==> src/rtl/pipe_hazard_ctrl_if.sv <==
// Hazard-control bundle between the pipeline datapath and the stall/flush sequencer.
// Zero latency: a bundle of wires with no storage.
// No backpressure here; the en/clr controls it carries are the pipeline's backpressure.
// Ports: hazard inputs (mem_*, ex_*, id_*) from the datapath; en_o/clr_o bank
// controls, MDU status and the stall performance counter back to the datapath.
interface pipe_hazard_ctrl_if #(
  parameter int CntWidth = 32
);
  logic                mem_req_i;
  logic                mem_ack_i;
  logic                ex_mdu_start_i;
  logic                ex_mem_read_i;
  logic [4:0]          ex_rt_i;
  logic [4:0]          id_rs_i;
  logic [4:0]          id_rt_i;
  logic                id_branch_taken_i;
  logic [4:0]          en_o;
  logic [4:0]          clr_o;
  logic                mdu_busy_o;
  logic                mdu_done_o;
  logic [CntWidth-1:0] stall_cnt_o;

  // Datapath side: reports hazards, receives bank controls.
  modport master (
    output mem_req_i, mem_ack_i, ex_mdu_start_i, ex_mem_read_i,
           ex_rt_i, id_rs_i, id_rt_i, id_branch_taken_i,
    input  en_o, clr_o, mdu_busy_o, mdu_done_o, stall_cnt_o
  );

  // Sequencer side.
  modport slave (
    input  mem_req_i, mem_ack_i, ex_mdu_start_i, ex_mem_read_i,
           ex_rt_i, id_rs_i, id_rt_i, id_branch_taken_i,
    output en_o, clr_o, mdu_busy_o, mdu_done_o, stall_cnt_o
  );
endinterface

==> src/rtl/pipe_hazard_ctrl.sv <==
// Stall/flush sequencer for the 5-stage pipeline register banks (PC, IF/ID, ID/EX, EX/MEM, MEM/WB).
// en_o/clr_o/mdu_done_o are combinational from state and hazards (0 cycles); MDU occupies EX MduLatency cycles.
// Applies backpressure by dropping bank enables; memory wait freezes everything, including MDU release.
// Ports: clk_i/rst_i (async active-high), bus (slave modport) carrying hazard inputs,
// en_o/clr_o bank controls (bit0 PC .. bit4 MEM/WB), mdu_busy_o, mdu_done_o, stall_cnt_o.
module pipe_hazard_ctrl #(
  parameter int MduLatency = 4,
  parameter int CntWidth   = 32
) (
  input  logic              clk_i,
  input  logic              rst_i,
  pipe_hazard_ctrl_if.slave bus
);

  // Counter only ever holds MduLatency-2 down to 0.
  localparam int            CW      = (MduLatency > 2) ? $clog2(MduLatency) : 1;
  localparam logic [CW-1:0] CntLoad = CW'(MduLatency - 2);

  typedef enum logic {
    IDLE = 1'b0,
    BUSY = 1'b1
  } state_t;

  state_t              state;
  logic [CW-1:0]       mdu_cnt;
  logic [CntWidth-1:0] stall_cnt;

  logic       mem_stall;
  logic       mdu_stall;
  logic       load_use;
  logic       cnt_zero;
  logic       mdu_done;
  logic [4:0] en;
  logic [4:0] clr;

  always_comb begin
    mem_stall = bus.mem_req_i & ~bus.mem_ack_i;
    cnt_zero  = (mdu_cnt == '0);
    // The first EX cycle (still IDLE) already stalls; the last BUSY cycle
    // stalls only if memory prevents the instruction from leaving EX.
    mdu_stall = ((state == IDLE) & bus.ex_mdu_start_i) |
                ((state == BUSY) & (~cnt_zero | mem_stall));
    load_use  = bus.ex_mem_read_i & (bus.ex_rt_i != 5'd0) &
                ((bus.ex_rt_i == bus.id_rs_i) | (bus.ex_rt_i == bus.id_rt_i));
    mdu_done  = (state == BUSY) & cnt_zero & ~mem_stall;

    // A taken branch is only flushed when nothing else stalls; otherwise it
    // stays in ID and gets flushed once the stall clears.
    en  = 5'b11111;
    clr = 5'b00000;
    if (mem_stall) begin
      en  = 5'b00000;
    end else if (mdu_stall) begin
      en  = 5'b11000;
      clr = 5'b01000;
    end else if (load_use) begin
      en  = 5'b11100;
      clr = 5'b00100;
    end else if (bus.id_branch_taken_i) begin
      clr = 5'b00010;
    end
  end

  // MDU occupancy FSM.
  always_ff @(posedge clk_i or posedge rst_i) begin
    if (rst_i) begin
      state   <= IDLE;
      mdu_cnt <= '0;
    end else begin
      case (state)
        IDLE: begin
          // A start during a memory freeze is simply retried next cycle.
          if (bus.ex_mdu_start_i && !mem_stall) begin
            state   <= BUSY;
            mdu_cnt <= CntLoad;
          end
        end
        BUSY: begin
          if (!cnt_zero) begin
            mdu_cnt <= mdu_cnt - 1'b1;
          end else if (!mem_stall) begin
            state <= IDLE;
          end
        end
        default: begin
          state   <= IDLE;
          mdu_cnt <= '0;
        end
      endcase
    end
  end

  // Saturating count of cycles in which the PC did not advance.
  always_ff @(posedge clk_i or posedge rst_i) begin
    if (rst_i) begin
      stall_cnt <= '0;
    end else if (!en[0] && (stall_cnt != '1)) begin
      stall_cnt <= stall_cnt + 1'b1;
    end
  end

  assign bus.en_o        = en;
  assign bus.clr_o       = clr;
  assign bus.mdu_busy_o  = (state == BUSY);
  assign bus.mdu_done_o  = mdu_done;
  assign bus.stall_cnt_o = stall_cnt;

endmodule

==> src/flat_wrapper.sv <==
// flat-port wrapper written by rule: the top's interface ports become plain ports
module pipe_hazard_ctrl_flat 
#(
  parameter int MduLatency = 4,
  parameter int CntWidth   = 32
)
  (clk_i, rst_i, bus_mem_req_i, bus_mem_ack_i, bus_ex_mdu_start_i, bus_ex_mem_read_i, bus_ex_rt_i, bus_id_rs_i, bus_id_rt_i, bus_id_branch_taken_i, bus_en_o, bus_clr_o, bus_mdu_busy_o, bus_mdu_done_o, bus_stall_cnt_o);
  pipe_hazard_ctrl_if #(.CntWidth(CntWidth)) bus_i ();
  input  logic clk_i;
  input  logic rst_i;
  input wire logic [$bits(bus_i.mem_req_i)-1:0] bus_mem_req_i;
  input wire logic [$bits(bus_i.mem_ack_i)-1:0] bus_mem_ack_i;
  input wire logic [$bits(bus_i.ex_mdu_start_i)-1:0] bus_ex_mdu_start_i;
  input wire logic [$bits(bus_i.ex_mem_read_i)-1:0] bus_ex_mem_read_i;
  input wire logic [$bits(bus_i.ex_rt_i)-1:0] bus_ex_rt_i;
  input wire logic [$bits(bus_i.id_rs_i)-1:0] bus_id_rs_i;
  input wire logic [$bits(bus_i.id_rt_i)-1:0] bus_id_rt_i;
  input wire logic [$bits(bus_i.id_branch_taken_i)-1:0] bus_id_branch_taken_i;
  output wire logic [$bits(bus_i.en_o)-1:0] bus_en_o;
  output wire logic [$bits(bus_i.clr_o)-1:0] bus_clr_o;
  output wire logic [$bits(bus_i.mdu_busy_o)-1:0] bus_mdu_busy_o;
  output wire logic [$bits(bus_i.mdu_done_o)-1:0] bus_mdu_done_o;
  output wire logic [$bits(bus_i.stall_cnt_o)-1:0] bus_stall_cnt_o;
  assign bus_i.mem_req_i = bus_mem_req_i;
  assign bus_i.mem_ack_i = bus_mem_ack_i;
  assign bus_i.ex_mdu_start_i = bus_ex_mdu_start_i;
  assign bus_i.ex_mem_read_i = bus_ex_mem_read_i;
  assign bus_i.ex_rt_i = bus_ex_rt_i;
  assign bus_i.id_rs_i = bus_id_rs_i;
  assign bus_i.id_rt_i = bus_id_rt_i;
  assign bus_i.id_branch_taken_i = bus_id_branch_taken_i;
  assign bus_en_o = bus_i.en_o;
  assign bus_clr_o = bus_i.clr_o;
  assign bus_mdu_busy_o = bus_i.mdu_busy_o;
  assign bus_mdu_done_o = bus_i.mdu_done_o;
  assign bus_stall_cnt_o = bus_i.stall_cnt_o;
  pipe_hazard_ctrl #(.MduLatency(MduLatency), .CntWidth(CntWidth)) u_core (.clk_i(clk_i), .rst_i(rst_i), .bus(bus_i));
endmodule
==> config.mk <==
export PLATFORM = sky130hd
export DESIGN_NAME = pipe_hazard_ctrl_flat
export DESIGN_NICKNAME = d
export VERILOG_FILES = /design/src/rtl/pipe_hazard_ctrl_if.sv /design/src/rtl/pipe_hazard_ctrl.sv /design/src/flat_wrapper.sv
export SDC_FILE = /design/constraint.sdc
export NUM_CORES = 1
export LEC_CHECK = 0
export BUFFER_PORTS_ARGS = -buffer_cell sky130_fd_sc_hd__buf_2
export CELL_PAD_IN_SITES_DETAIL_PLACEMENT = 1
export CELL_PAD_IN_SITES_GLOBAL_PLACEMENT = 1
export CORE_MARGIN = 8
export CORE_UTILIZATION = 34
export CTS_CLUSTER_SIZE = 30
export DETAILED_ROUTE_END_ITERATION = 7
export GPL_TIMING_DRIVEN = 0
export PLACE_DENSITY_LB_ADDON = 0.1
export SYNTH_ARGS = -nofsm -noshare
export SYNTH_HDL_FRONTEND = slang
export SYNTH_SLANG_ARGS = --single-unit
export TNS_END_PERCENT = 30
==> constraint.sdc <==
create_clock -name clk_i -period 2 [get_ports clk_i]
set_input_delay 0.1 -clock clk_i [delete_from_list [all_inputs] [get_ports clk_i]]
set_output_delay 0.1 -clock clk_i [all_outputs]
set_load 0.03 [all_outputs]
### Yosys cells after proc, flatten, opt, wreduce, memory -nomap -nowiden

Cells that the tools add are included.

| storage, ports and cells | value |
|---|---|
| memories kept | 0 |
| RAM bits | 0 |
| flip-flop bits (word level) | 35 |
| bits in latches | 0 |
| word-level logic and storage cells | 45 |
| bits in read-only memories | 0 |
| input bits | 22 |
| output and inout port bits | 44 |

| operators by class | value |
|---|---|
| equal/unequal tests | 5 |
| add/subtract/negate cells | 2 |
| divide/modulo/power cells | 0 |
| shifts and indexed selects | 0 |
| $lt $le $gt $ge | 0 |
| multiply operators | 0 |
| multiplexer cells | 14 |
| reductions and logical operators | 7 |
| bitwise operators | 14 |

Operators by type and width:

| kind | number |
|---|---|
| 32-bit by 1-bit adder with 32-bit output (second input constant) | 1 |
| 32-bit != test (second input constant) | 1 |
| 5-bit two-way mux | 5 |
| 5-bit == test | 2 |
| 2-bit two-way mux | 4 |
| 1-bit bitwise AND | 7 |
| 5-bit nonzero test | 1 |
| 2-bit != test (second input constant) | 2 |
| 1-bit NOT | 4 |
| 2-bit case mux with 2 select lines | 1 |
| 1-bit two-way mux | 3 |
| 1-bit OR | 3 |
| 1-bit logical AND | 2 |
| 1-bit logical NOT | 2 |
| 2-bit logical NOT | 1 |
| 1-bit case mux with 2 select lines | 1 |
| 2-bit AND reduction | 1 |
| 2-bit by 1-bit subtractor with 2-bit output (second input constant) | 1 |

### Depth between registers and ports, before layout

| depth | value |
|---|---|
| depth after elaboration | 9 |
| mapped depth | 11 |
| gate-level depth less buffers | 10 |

### Worst setup path before layout

Ideal clock, no wire load.

| timing | value |
|---|---|
| path kind | register to register |
| start point | reg u_core.stall_cnt[0] (netlist: u_core.bus.stall_cnt_o[0]) |
| end point | reg u_core.stall_cnt[22] (netlist: u_core.bus.stall_cnt_o[22]) |
| path slack | -0.253 ns |
| clock period less this slack | 2.253 ns |
| stages on the path, launching flop included | 7 |
| path buffers | 1 |
| arrival | 2.129 ns |
| data required time | 1.875 ns |
| setup time | 0.125 ns |
| path through | dfrtp_1 > ha_1 > nand3_1 > or3_1 > clkbuf_1 > nor4b_1 > mux2_2 |

| on the way | value |
|---|---|
| word-level cells in the longest chain between the ends | 2 |
| elaborated cells between the ends (all ways) | 3 |
| classes of those cells | add/sub (1); eq/ne (1); reduce/logical (1) |

Ends and longest elaborated chain:

| what | RTL line | text |
|---|---|---|
| from (decl) | pipe_hazard_ctrl.sv:26 | `logic [CntWidth-1:0] stall_cnt;` |
| from (signal assigned) | pipe_hazard_ctrl.sv:98 | `stall_cnt <= stall_cnt + 1'b1;` |
| parallel branches: the longest is 2 deep, another holds 32-bit by 1-bit adder with 32-bit output | -- |  |

Parallel ways; which one is timed is not known.
A chain may end at the register's enable or synchronous reset.

### Final worst setup path

| timing | value |
|---|---|
| start point | reg u_core.stall_cnt[7] (netlist: u_core.bus.stall_cnt_o[7]) |
| end point | reg u_core.stall_cnt[28] (netlist: u_core.bus.stall_cnt_o[28]) |

The elaborated chain is that of the path after synthesis.

==> results.py <==
metrics = {
    "status": {
        "outcome": "finished clean",
    },
    "setup_path": {
        "path_class": "reg2reg",
        "reg2regPathDepth": 6,
        "setup.worst_path.start_class": "flop",
        "timing.critical_path.fanout_max": 8,
        "worst_ep_arrival_time_ns": 2.13,
        "critical-path-max-stage-delay_ns": 0.42,
        "cp_cell_sequence": "nand4_1 > buf_6 > or3_4 > buf_8 > nor4b_4 > mux2_4",
        "cpLargestDelayFamily": "simple AND/OR/NAND/NOR gates",
        "worstPathRequired_ns": 2.16,
        "timing.reg2reg.setup_slack_ns": 0.04,
        "r2r-start": "u_core.bus.stall_cnt_o[7]",
        "timing.rr.end": "u_core.bus.stall_cnt_o[28]",
        "cp_num_buf_inv": 2,
        "setup.worst_path.end_class": "flop",
        "cpMaxStageDelayCell": "dfrtp_1",
    },
    "clock_network": {
        "count_of_h_tree_levels_built_during_cts": 2,
        "clock_latency_of_the_later_clocked_register_in_the_worst_skew_pair_ns": 0.28,
        "clk_path_buf_depth": 2,
        "cts_tree": "yes",
        "cts_sinks": 35,
        "cts_clock_pin_slew_for_the_worst_setup_and_hold_paths_ns": 0.08,
        "cts_buffers": 5,
        "cts.root.buffer_cell": "clkbuf_8",
    },
    "synthesis": {
        "ys_types": 40,
        "synth.area.top_cells": "dfrtp_1 43%, xor2_1 11%, xnor2_1 5.6%, nand2_1 4.1%, nor2_1 3.2%",
        "syn-mean-instance-area_sq_um": 9.72,
        "synthesis.instances": 208,
        "synth-edff-count": 0,
        "ys_seq_elements": 35,
        "synth_top_flop_cell": "dfrtp_1",
        "post_synth_instance_area_sq_um": 2020,
        "synth_top_area_cell": "dfrtp_1",
        "synth-warning-count": 0,
        "postSynth.asyncResetShare": 1.00,
        "seq_total_area_yosys": 0.433,
        "yosysTopAreaCellShare": 0.433,
    },
    "detailed_routing": {
        "routed_via_density": 4.89,
        "num_vias": 1814,
        "detail-route-antenna-nets": 0,
        "post-route-drc-count": 0,
        "drt_first_iter_violations": 62,
        "route.final.wire_length_microns": 5760,
        "avg_wl_per_cell_microns": 15.5,
        "drtPass1Iterations": 4,
    },
    "hold_path": {
        "min_delay_worst_endpoint": "u_core.mdu_cnt[1]",
        "holdPathStages": 3,
        "hold_path_class": "in2reg",
        "timing.hold.worst.start": "bus_ex_mdu_start_i",
    },
    "sta": {
        "clock-skew-final_ns": 0.00546,
        "layout_min_cycle_time_ns": 1.96,
        "achievable-frequency_ghz": 0.509,
        "worst_slew_pin_slew_ns": 0.763,
        "final_max_slew_viol_count": 0,
        "minimum_hold_slack_ns": 0.142,
        "finalSetupViolCount": 0,
        "slew_limit_headroom": 0.491,
        "rsz0062_at_grt": "true",
        "fin_crit_sh": 0.982,
        "hold_viol_final": 0,
    },
    "floorplan": {
        "chip_height_microns": 93.1,
        "pin_count": 66,
        "die_x_extent_microns": 93.1,
        "std_cell_rows": 28,
        "floorplan.core_area_sq_um": 5850,
        "initial_utilization": 0.346,
        "die_area_sq_um": 8670,
    },
    "final_layout": {
        "layout_commonest_cell": "buf_2",
        "nFillCells": 664,
        "nNetsFinal": 319,
        "area_growth_syn_to_layout_pct": 43.8,
        "post_route_cells_drive_above_1_share": 0.466,
        "layout.core_utilization": 0.497,
        "n_antenna_cell": 0,
        "most-common-layout-cells": "62 x buf_2, 27 x dfrtp_1, 25 x xor2_1",
    },
    "placed_design": {
        "port_buffers": 63,
        "hpwlAfterDp_microns": 4240,
        "place_congestion": 0.725,
    },
    "global_route": {
        "number_of_global_route_vias_before_repair": 1931,
        "groute.usage.overall": 0.133,
        "antenna_found_initial": 0,
        "grt_pass1_wl_microns": 9540,
        "largest_net_degree_at_the_start_of_global_routing": 36,
        "grt_overflow": 0,
    },
    "job": {
        "maxCapViolCount": 0,
    },
    "power_and_ir_drop": {
        "vdd.ir_drop.worst_v": 0.000693,
        "cellLeakagePower_nw": 1.44,
        "power_per_cell_area_nw_per_um2": 1160,
    },
}
cell type report:
type	count	area, sq um	area share
well taps	75	93.8	0.0323
inverters	8	30.0	0.0103
repair buffers	79	463	0.159
clock buffers	6	82.6	0.0284
plain buffers	8	71.3	0.0245
multi-input cells	158	1250	0.429
clock inverters	2	35.0	0.0120
flip-flops and latches	35	886	0.305
per-layer routing:
metal | vias up | GRT usage | part of all wire | routed length, microns
met4 | 0 | 0.0322 | 0.0045 | 26
li1 | 886 | - | - | -
met1 | 893 | 0.162 | 0.43 | 2480
met5 | - | 0 | 0 | 0
met2 | 33 | 0.229 | 0.52 | 2980
met3 | 2 | 0.0337 | 0.047 | 273
worst min-delay path, stage by stage:
cell and delay [ns]:
buf_2 0.11, a211oi_1 0.07, a21oi_1 0.10
Yosys cell counts (2+ instances only):
| master | count |
|---|---|
| nor4_1 | 5 |
| ha_1 | 2 |
| nand2_1 | 22 |
| nor4b_1 | 4 |
| and3_1 | 3 |
| and2_1 | 2 |
| and3_2 | 2 |
| xor2_1 | 25 |
| nor3_1 | 11 |
| mux2_2 | 4 |
| nand4_1 | 6 |
| nor2b_1 | 2 |
| buf_4 | 4 |
| nor2_1 | 17 |
| clkbuf_1 | 2 |
| a21oi_1 | 6 |
| or3_1 | 2 |
| inv_1 | 8 |
| and4_1 | 3 |
| xnor2_1 | 13 |
| nand3_1 | 12 |
| dfrtp_1 | 35 |
power breakdown:
part           internal, mW  leakage [nW]  switching (mW)
sequential            0.860         0.438           0.189
clock                 0.403        0.0612           0.255
combinational         0.690         0.938           0.962
state kept, by name, summed over array words and instances, names as in the netlist:
| register | count |
|---|---|
| u_core.bus.mdu_busy_o | 1 |
| u_core.mdu_cnt | 2 |
| u_core.bus.stall_cnt_o | 32 |
worst max path at each step:
| stage | from | endpoint | slack, ns | cells after the start |
|---|---|---|---|---|
| finish | u_core.bus.stall_cnt_o[7] | u_core.bus.stall_cnt_o[28] | 0.04 | 6 |
| detailed placement | u_core.bus.stall_cnt_o[0] | u_core.bus.stall_cnt_o[5] | -0.31 | 8 |
| floorplan | u_core.bus.stall_cnt_o[6] | u_core.bus.stall_cnt_o[22] | 0.004 | 5 |
| global placement | u_core.bus.stall_cnt_o[0] | u_core.bus.stall_cnt_o[19] | -0.34 | 8 |
| CTS | u_core.bus.stall_cnt_o[2] | u_core.bus.stall_cnt_o[21] | -0.002 | 5 |
| global route | u_core.bus.stall_cnt_o[7] | u_core.bus.stall_cnt_o[28] | -0.03 | 6 |
kinds of logic after synthesis:
group | Yosys count | synth area share
DFF | 35 | 0.433
adders and majority gates | 2 | 0.0124
muxes | 4 | 0.0223
buffers and inverters | 16 | 0.0415
and+or+nand+nor | 99 | 0.277
other | 1 | 0.00185
AOI/OAI and AO/OA | 13 | 0.0477
xor gates and xnor gates | 38 | 0.165
repair_timing:
item | 4_1_cts | 5_1_grt
cloned | 0 | 1
endpoints found under the hold margin | 35 | 0
pin swaps | 4 | 9
setup endpoints to repair | 34 | 23
hold buffers | 1 | 0
buffers inserted | 3 | 11
gates resized for setup | 21 | 21
per-stage QoR:
stage                     worst slack [ns]  instances  TNS (ns)  power (mW)  instance area (sq um)
after global placement              -0.343        347     -3.99        2.30                   2480
after global routing               -0.0317        371   -0.0718        3.58                   2910
after detailed placement            -0.313        347     -3.92        2.32                   2480
final                               0.0353        371         0        3.36                   2910
after CTS                         -0.00161        359  -0.00267        3.16                   2740
after floorplan                    0.00376        209         0        1.93                   2080
(Power assumes the default switching activity.)
